==> config.mk <==
export PLATFORM = sky130hd
export DESIGN_NAME = krake_port
export DESIGN_NICKNAME = d
export VERILOG_FILES = /design/src/rtl/krake_port_pkg.sv /design/src/rtl/krake_pin_mux.sv /design/src/rtl/krake_port.sv
export SDC_FILE = /design/constraint.sdc
export NUM_CORES = 1
export LEC_CHECK = 0
export ABC_CLOCK_PERIOD_IN_PS = 4300
export CAP_MARGIN = 20
export CORE_MARGIN = 2
export CORE_UTILIZATION = 35
export DETAILED_ROUTE_END_ITERATION = 8
export PLACE_DENSITY = 0.54
export SYNTH_ARGS = -nofsm -noshare
export SYNTH_HDL_FRONTEND = slang
export SYNTH_HIERARCHICAL = 1
export SYNTH_SLANG_ARGS = --single-unit
==> constraint.sdc <==
create_clock -name clk_i -period 4.3 [get_ports clk_i]
set_clock_uncertainty 0.05 [all_clocks]
set_input_delay 0.43 -clock clk_i [delete_from_list [all_inputs] [get_ports clk_i]]
set_output_delay 0.43 -clock clk_i [all_outputs]
set_load 0.01 [all_outputs]
==> src/rtl/krake_port_pkg.sv <==
// krake_port_pkg: shared definitions for the krake_port I/O peripheral.
// - bus/register widths
// - register address map
// - per-pin output source encodings
package krake_port_pkg;

  localparam int unsigned ADDR_W     = 5;
  localparam int unsigned DATA_W     = 8;
  localparam int unsigned PIN_CONF_W = 5;  // [2:0] source select, [4:3] reserved storage

  localparam logic [ADDR_W-1:0] PORT_CONF      = 5'h00;
  localparam logic [ADDR_W-1:0] PORT_STATUS    = 5'h01;
  localparam logic [ADDR_W-1:0] PORT_PIN0_CONF = 5'h02;
  localparam logic [ADDR_W-1:0] PORT_PIN1_CONF = 5'h03;
  localparam logic [ADDR_W-1:0] PORT_PIN2_CONF = 5'h04;
  localparam logic [ADDR_W-1:0] PORT_PIN3_CONF = 5'h05;
  localparam logic [ADDR_W-1:0] PORT_PIN4_CONF = 5'h06;
  localparam logic [ADDR_W-1:0] PORT_PIN5_CONF = 5'h07;

  // Select codes 5..7 are not listed and fall back to the GPIO value.
  typedef enum logic [2:0] {
    SRC_GPIO = 3'd0,
    SRC_CLKA = 3'd1,
    SRC_CLKB = 3'd2,
    SRC_CLKC = 3'd3,
    SRC_CLKD = 3'd4
  } src_e;

endpackage

==> src/rtl/krake_pin_mux.sv <==
// krake_pin_mux: combinational output-source mux for one port channel.
// Ports:
//   sel_i   - source select (PORT_PINn_CONF[2:0])
//   gpio_i  - GPIO output value for this channel
//   clka_i..clkd_i - divided clock sources, treated as plain data
//   out_o   - selected pad output value
module krake_pin_mux
  import krake_port_pkg::*;
(
  input  logic [2:0] sel_i,
  input  logic       gpio_i,
  input  logic       clka_i,
  input  logic       clkb_i,
  input  logic       clkc_i,
  input  logic       clkd_i,
  output logic       out_o
);

  always_comb begin
    out_o = gpio_i;
    case (sel_i)
      SRC_CLKA: out_o = clka_i;
      SRC_CLKB: out_o = clkb_i;
      SRC_CLKC: out_o = clkc_i;
      SRC_CLKD: out_o = clkd_i;
      default:  out_o = gpio_i;
    endcase
  end

endmodule

==> src/rtl/krake_port.sv <==
// krake_port: NCH-channel configurable I/O port on a Wishbone-style register bus.
// Ports:
//   clk_i, rst_i           - clock, synchronous active-low reset
//   stb_i, we_i, adr_i     - bus strobe, write enable, register address
//   dat_i / dat_o, ack_o   - write data / registered read data, registered ack
//   ch_in                  - pad input levels (2-FF synchronised, readable in PORT_STATUS)
//   ch_out, ch_oe          - pad output values and output enables
//   clka..clkd             - per-pin selectable output sources
module krake_port
  import krake_port_pkg::*;
#(
  parameter int unsigned NCH = 6
) (
  input  logic              clk_i,
  input  logic              rst_i,
  input  logic              stb_i,
  input  logic              we_i,
  input  logic [ADDR_W-1:0] adr_i,
  input  logic [DATA_W-1:0] dat_i,
  output logic [DATA_W-1:0] dat_o,
  output logic              ack_o,
  input  logic [NCH-1:0]    ch_in,
  output logic [NCH-1:0]    ch_out,
  output logic [NCH-1:0]    ch_oe,
  input  logic              clka,
  input  logic              clkb,
  input  logic              clkc,
  input  logic              clkd
);

  logic [NCH-1:0]        conf_q, conf_d;
  logic [NCH-1:0]        gpio_q, gpio_d;
  logic [PIN_CONF_W-1:0] pin_conf_q [NCH];
  logic [PIN_CONF_W-1:0] pin_conf_d [NCH];
  logic [NCH-1:0]        sync1_q, sync1_d;
  logic [NCH-1:0]        sync2_q, sync2_d;
  logic [DATA_W-1:0]     dat_q, dat_d;
  logic                  ack_q, ack_d;
  logic [DATA_W-1:0]     rd_data;

  // Upper write-data bits have no storage behind them.
  logic unused_dat;
  assign unused_dat = ^dat_i[DATA_W-1:NCH];

  always_comb begin
    conf_d     = conf_q;
    gpio_d     = gpio_q;
    pin_conf_d = pin_conf_q;
    dat_d      = dat_q;
    ack_d      = stb_i;
    sync1_d    = ch_in;
    sync2_d    = sync1_q;

    // Unmapped addresses read as zero.
    rd_data = '0;
    if (adr_i == PORT_CONF)   rd_data = DATA_W'(conf_q);
    if (adr_i == PORT_STATUS) rd_data = DATA_W'(sync2_q);
    for (int unsigned i = 0; i < NCH; i++) begin
      if (adr_i == ADDR_W'(PORT_PIN0_CONF + i)) rd_data = DATA_W'(pin_conf_q[i]);
    end

    if (stb_i) begin
      if (we_i) begin
        if (adr_i == PORT_CONF)   conf_d = dat_i[NCH-1:0];
        if (adr_i == PORT_STATUS) gpio_d = dat_i[NCH-1:0];
        for (int unsigned i = 0; i < NCH; i++) begin
          if (adr_i == ADDR_W'(PORT_PIN0_CONF + i)) pin_conf_d[i] = dat_i[PIN_CONF_W-1:0];
        end
      end else begin
        dat_d = rd_data;
      end
    end
  end

  always_ff @(posedge clk_i) begin
    if (!rst_i) begin
      conf_q     <= '0;
      gpio_q     <= '0;
      pin_conf_q <= '{default: '0};
      sync1_q    <= '0;
      sync2_q    <= '0;
      dat_q      <= '0;
      ack_q      <= 1'b0;
    end else begin
      conf_q     <= conf_d;
      gpio_q     <= gpio_d;
      pin_conf_q <= pin_conf_d;
      sync1_q    <= sync1_d;
      sync2_q    <= sync2_d;
      dat_q      <= dat_d;
      ack_q      <= ack_d;
    end
  end

  assign dat_o = dat_q;
  assign ack_o = ack_q;
  assign ch_oe = conf_q;

  for (genvar n = 0; n < NCH; n++) begin : g_pin
    krake_pin_mux u_mux (
      .sel_i  (pin_conf_q[n][2:0]),
      .gpio_i (gpio_q[n]),
      .clka_i (clka),
      .clkb_i (clkb),
      .clkc_i (clkc),
      .clkd_i (clkd),
      .out_o  (ch_out[n])
    );
  end

endmodule

# Word-level counts from Yosys, hierarchy flattened
# Index checks and enable logic that the tools add are counted.
# classes
eq_ne,31
muxes,14
bitwise,1
reduce_logical,10
# op_table
operator,n
$mux 8,7
$eq 3x2->1 const B,12
$pmux 1 s4,6
$reduce_and 3->1,8
$eq 5x3->1 const B,4
$eq 3x1->1 const B,6
$eq 3x3->1 const B,6
$eq 5x2->1 const B,2
$mux 6,1
$eq 5x1->1 const B,1
$logic_not 5->1,1
$reduce_and 2->1,1
$not 1->1,1
# word_totals
regBits,63
inputBits,27
out_inout_bits,21
wordCells,68

# Longest topological paths before layout
# depth
ltp_word,9
mapped_depth,6
depth_no_buf,4

# Cells and area by module
# Netlist, hierarchy kept.
# modules_own_cells
module,instances,cells_per_inst,area_per_inst_um2,seq_area_each_um2
krake_port,1,259,2688.8,1221.2
krake_pin_mux,6,4,48.8,0.0

# Least setup slack after synthesis
# No wires, ideal clock.
# synth_timing
kind,input-to-reg
startpoint,in adr_i[4]
endpoint,"reg dat_q[0], in the netlist dat_o[0]"
setup_time_ns,0.127
t_arrival_ns,1.617
slack_ns,2.506
stages,5
n_path_buf,1
path_cell_list,or3b_4 -> buf_6 -> or4_1 -> o211ai_1 -> a31oi_1
# synth_between
elab_chain_len,9
# synth_lines
element,line_no,rtl
start: declaration,krake_port.sv:18,"input logic [ADDR_W-1:0] adr_i,"
$logic_not 5->1,krake_port.sv:56,if (adr_i == PORT_CONF) rd_data = DATA_W'(conf_q);
$mux 6,krake_port.sv:56,
$mux 8,krake_port.sv:57,if (adr_i == PORT_STATUS) rd_data = DATA_W'(sync2_q);
$mux 8 (5 in a row),krake_port.sv:59,if (adr_i == ADDR_W'(PORT_PIN0_CONF + i)) rd_data = DATA_W'(pin_conf_q[i]);
$mux 8 (*),krake_port.sv:59,
end signal: assignment,krake_port.sv:90,dat_q <= dat_d;
end: declaration,krake_port.sv:37,"logic [DATA_W-1:0] dat_q, dat_d;"
# Every way passes the cells marked *; elsewhere a longest branch is shown, timed or not.
# A chain may end at the register's enable or synchronous reset.

# Worst setup path in the final report
# layout_timing
startpoint,in clkc
endpoint,out ch_out[4]
# layout_between
elab_chain_len,1
# layout_lines
element,line_no,rtl
start: declaration,krake_port.sv:27,"input logic clkc,"
$pmux 1 s4,krake_pin_mux.sv:21,case (sel_i)
end: declaration,krake_port.sv:23,"output logic [NCH-1:0] ch_out,"
# No other way between the ends.

==> flow_results.org <==
** Timing
- Fin Setup TNS :: 0 ns
- Final critical-path required period :: about 2.7 ns
- Number of failing hold endpoints at the final stage :: 0
- RSZ-0062 raised after global routing :: false
- Min Hold Slack :: between 0.3 and 0.4 ns
- Number of setup violations in the final report :: 0
- Number of max-slew violations in the final report :: 0
- Dividing the final minimum period by the clock period gives 0.6334.
- F_max :: about 370 MHz
- Slew margin rel. :: 0.4698
- Transition time at the pin with the least slew margin :: just under 0.8 ns

** Layout
- Of the cells placed in the final design, the portion with a size suffix greater than 1 is 0.1574.
- Fill cells in the final layout number ~800.
- Relative to the synthesized area, the layout overhead comes to 22.66%.
- Final Instance Count excl. Fillers :: 429
- Final antenna diode count :: 0
- At the end of the flow, the number of nets in the layout was 346.

** Clocking
- Post-CTS timing repair inserted 0 buffers for setup.
- H-tree Lvls :: 3
- The clock passes through at most 2 buffers.
- Inserted Clock Buffers :: 9
- The clock drives 61 sinks.
- For the worst-skew pair, the clock arrives at the later sink with an insertion delay of around 0.34 ns.
- TritonCTS built the clock tree.
- In this run, post-CTS repair resized a total of 0 instances.
- The root buffer cell chosen for the clock tree is clkbuf_8.
- CTS clock-pin slew for the worst setup and hold paths :: around 0.07 ns
- Number of hold buffers added after cts :: 0

** Power and ir drop
- Of the total power, registers draw 0.486.
- Summed over all nets, the switching power comes to about 280 uW.
- Power spread over the standard cell area amounts to approximately 330 mW/mm^2.
- Worst-case vdd ir drop :: 0.0001536 V
- The analysis attributes to cell leakage a power of around 0.0012 uW.
- Of the total power, combinational logic draws 0.091.
- Fraction of power spent switching nets :: 0.2374
- Clock network fraction of design power :: 0.423
- Power comes to roughly 1200 uW.
- The internal power of the cells totals roughly 910 uW.

** Global route
- Most used routing layer :: met2
- Via count of the first global-routing pass :: between 2,000 and 2,500
- The number of antenna violations at the first check in global routing came to 0.
- M1 GR Usage :: 0.2191
- Met2 track demand over resource :: 0.2731
- Met3 track utilization from global routing :: 0.04699
- Global Route Usage Sum :: 0.1712
- Sum of overflow across all layers after global routing :: 0
- Wire length of the first global-routing pass :: around 12,000 um
- Maximum number of pins on one net before global-route repair :: 45

** Critical path
- Critical path arrival :: 2.24 ns
- Critical Path Fanout Max :: 6
- Crit path required time :: around 3.8 ns
- Type of the setup path with the least slack :: in -> out
- Critical path startpoint category :: input pin
- The worst setup path is captured at a primary output.

** Floorplanning
- Vertical extent of the die :: between 90 and 100 um
- Floorplan die area :: approximately 0.009 mm^2
- The floorplan has 33 rows.
- Area of the placeable core :: between 0.008 and 0.009 mm^2
- Starting utilization of the core area :: 0.3629
- Horizontal extent of the die :: between 90 and 100 um
- Top-level I/O count :: between 40 and 50

** Detailed routing
- For this run, the detailed router's first-pass iteration total came to 4.
- # DRC :: 0
- Number of antenna-violating nets in the routed design :: 0
- The routed design has 7179 um of wire.
- Starting DRC count in detailed routing :: around 110
- The detailed router placed roughly 2,100 vias in this run.
- Average detailed-routed wire length per instance :: ~17 um
- Drt via density :: roughly 5.0

** Worst hold path
- The tightest min-delay check is of the reg -> reg type.

** Status
- Outcome :: finished, final reports clean

** Yosys
- Area share of the largest cell type after synthesis :: 0.4096
- The netlist uses 30 different library cells.
- In the synthesized netlist the dominant register cell turns out to be dfxtp_1.
- Flip-flop and latch count after synthesis :: between 60 and 70
- Post-synthesis cell count :: 283
- Sequential-to-total area share from yosys stat :: 0.4096
- dfxtp_1 is the most common cell in the netlist.
- During synthesis, Yosys emitted a total of 6 warnings.
- Top area cells in the synthesized netlist :: dfxtp_1, mux2i_1, nor2b_1
- The synthesized netlist occupies a cell area of 0.002982 mm^2.
- Ranked by instance count, the synthesized netlist is headed by dfxtp_1, nor2b_1, mux2i_1, mux2_2, clkbuf_1.
- Leading area contributor after synthesis :: dfxtp_1
- For this run, asynchronously set or reset flops after synthesis account for 0.
- Mean Syn Cell Area :: roughly 11 um^2
- In this run, synthesis inferred 0 flip-flops with an integrated enable.

** Place
- HPWL after DPL :: 4941 um
- Instance count after placement with tap cells included :: ~410
- Placer's final routability congestion estimate :: between 0.8 and 0.9
- Buffers placed on the I/O ports in this run total 43.

** Flow run
- Max-Cap Viols :: 0
==> layout make-up <==
cell class | count | area, um^2 | area share
sequential | 61 | 1221 | 0.3339
tap | 105 | 131.4 | 0.03592
clock inverter | 4 | 47.55 | 0.01300
clock buffer | 12 | 145.1 | 0.03969
timing repair buffer | 45 | 445.4 | 0.1218
multi-input combinational | 202 | 1667 | 0.4557
==> path summary, 6_finish.rpt <==
| check | slack [ns] | from | endpoint | cells past startpoint |
|---|---|---|---|---|
| max | 1.58 | clkc | ch_out[4] | 4 |
| min | 0.39 | sync1_q[4] | sync2_q[4] | 1 |
| max reg2reg | 3.05 | pin_conf_q[26] | dat_o[1] | 3 |
| min reg2reg | 0.39 | sync1_q[4] | sync2_q[4] | 1 |
==> layout by cell type, fill, tap and decap left out, types with 4 or more instances in the layout <==
| cell | instances |
|---|---|
| dfxtp_1 | 61 |
| nor2b_1 | 44 |
| mux2i_1 | 43 |
| clkdlybuf4s50_1 | 43 |
| mux2_2 | 17 |
| and2_1 | 13 |
| nor2_1 | 12 |
| a21oi_1 | 11 |
| clkbuf_8 | 10 |
| o21ai_0 | 9 |
| nand2b_1 | 8 |
| nor3_4 | 6 |
| mux4_2 | 6 |
| or4_1 | 5 |
| o211ai_1 | 5 |
| a31oi_1 | 5 |
| a221oi_1 | 4 |
==> cells by family after synthesis <==
logic type / synth area share
other: 0.001258
DFF: 0.4096
buffers and inverters: 0.03273
and+or+nand+nor: 0.2316
muxes: 0.2539
AOI/OAI and AO/OA: 0.07092
==> metrics by stage <==
| step | setup slack (ns) | area [um^2] | util |
|---|---|---|---|
| 6_report | 1.576 | 3657 | 0.4451 |
| 3_5_place_dp | 1.521 | 3465 | 0.4217 |
| 4_1_cts | 1.575 | 3657 | 0.4451 |
| 2_1_floorplan | 2.506 | 2985 | - |
| 5_1_grt | 1.529 | 3657 | 0.4451 |
| 3_3_place_gp | 1.553 | 3465 | 0.4217 |
==> worst max-delay path, cell delays in order <==
cell and delay (ns):
clkdlybuf4s50_1 0.54, mux4_2 0.51, mux2_2 0.29, clkdlybuf4s50_1 0.48
==> state kept, by name, summed over array words and instances (netlist names) <==
signal and cells:
pin_conf_q 30, ch_oe 6, dat_o 6, gpio_q 6, sync1_q 6, sync2_q 6
ack_o 1
==> power groups by stage <==
stage / logic, uW / registers [uW] / clock network, uW
after floorplan: 61.5 / 593 / 0
after global placement: 109 / 592 / 0
after detailed placement: 109 / 592 / 0
after CTS: 110 / 579 / 517
after global routing: 118 / 580 / 540
final: 109 / 579 / 505
==> layer usage <==
| layer | routed length, um | share of wire |
|---|---|---|
| met2 | 3343 | 0.47 |
| met4 | 151 | 0.021 |
| met3 | 336 | 0.047 |
| met5 | 0 | 0 |
| met1 | 3348 | 0.47 |
Note: power is estimated with default switching activity, not from simulation.
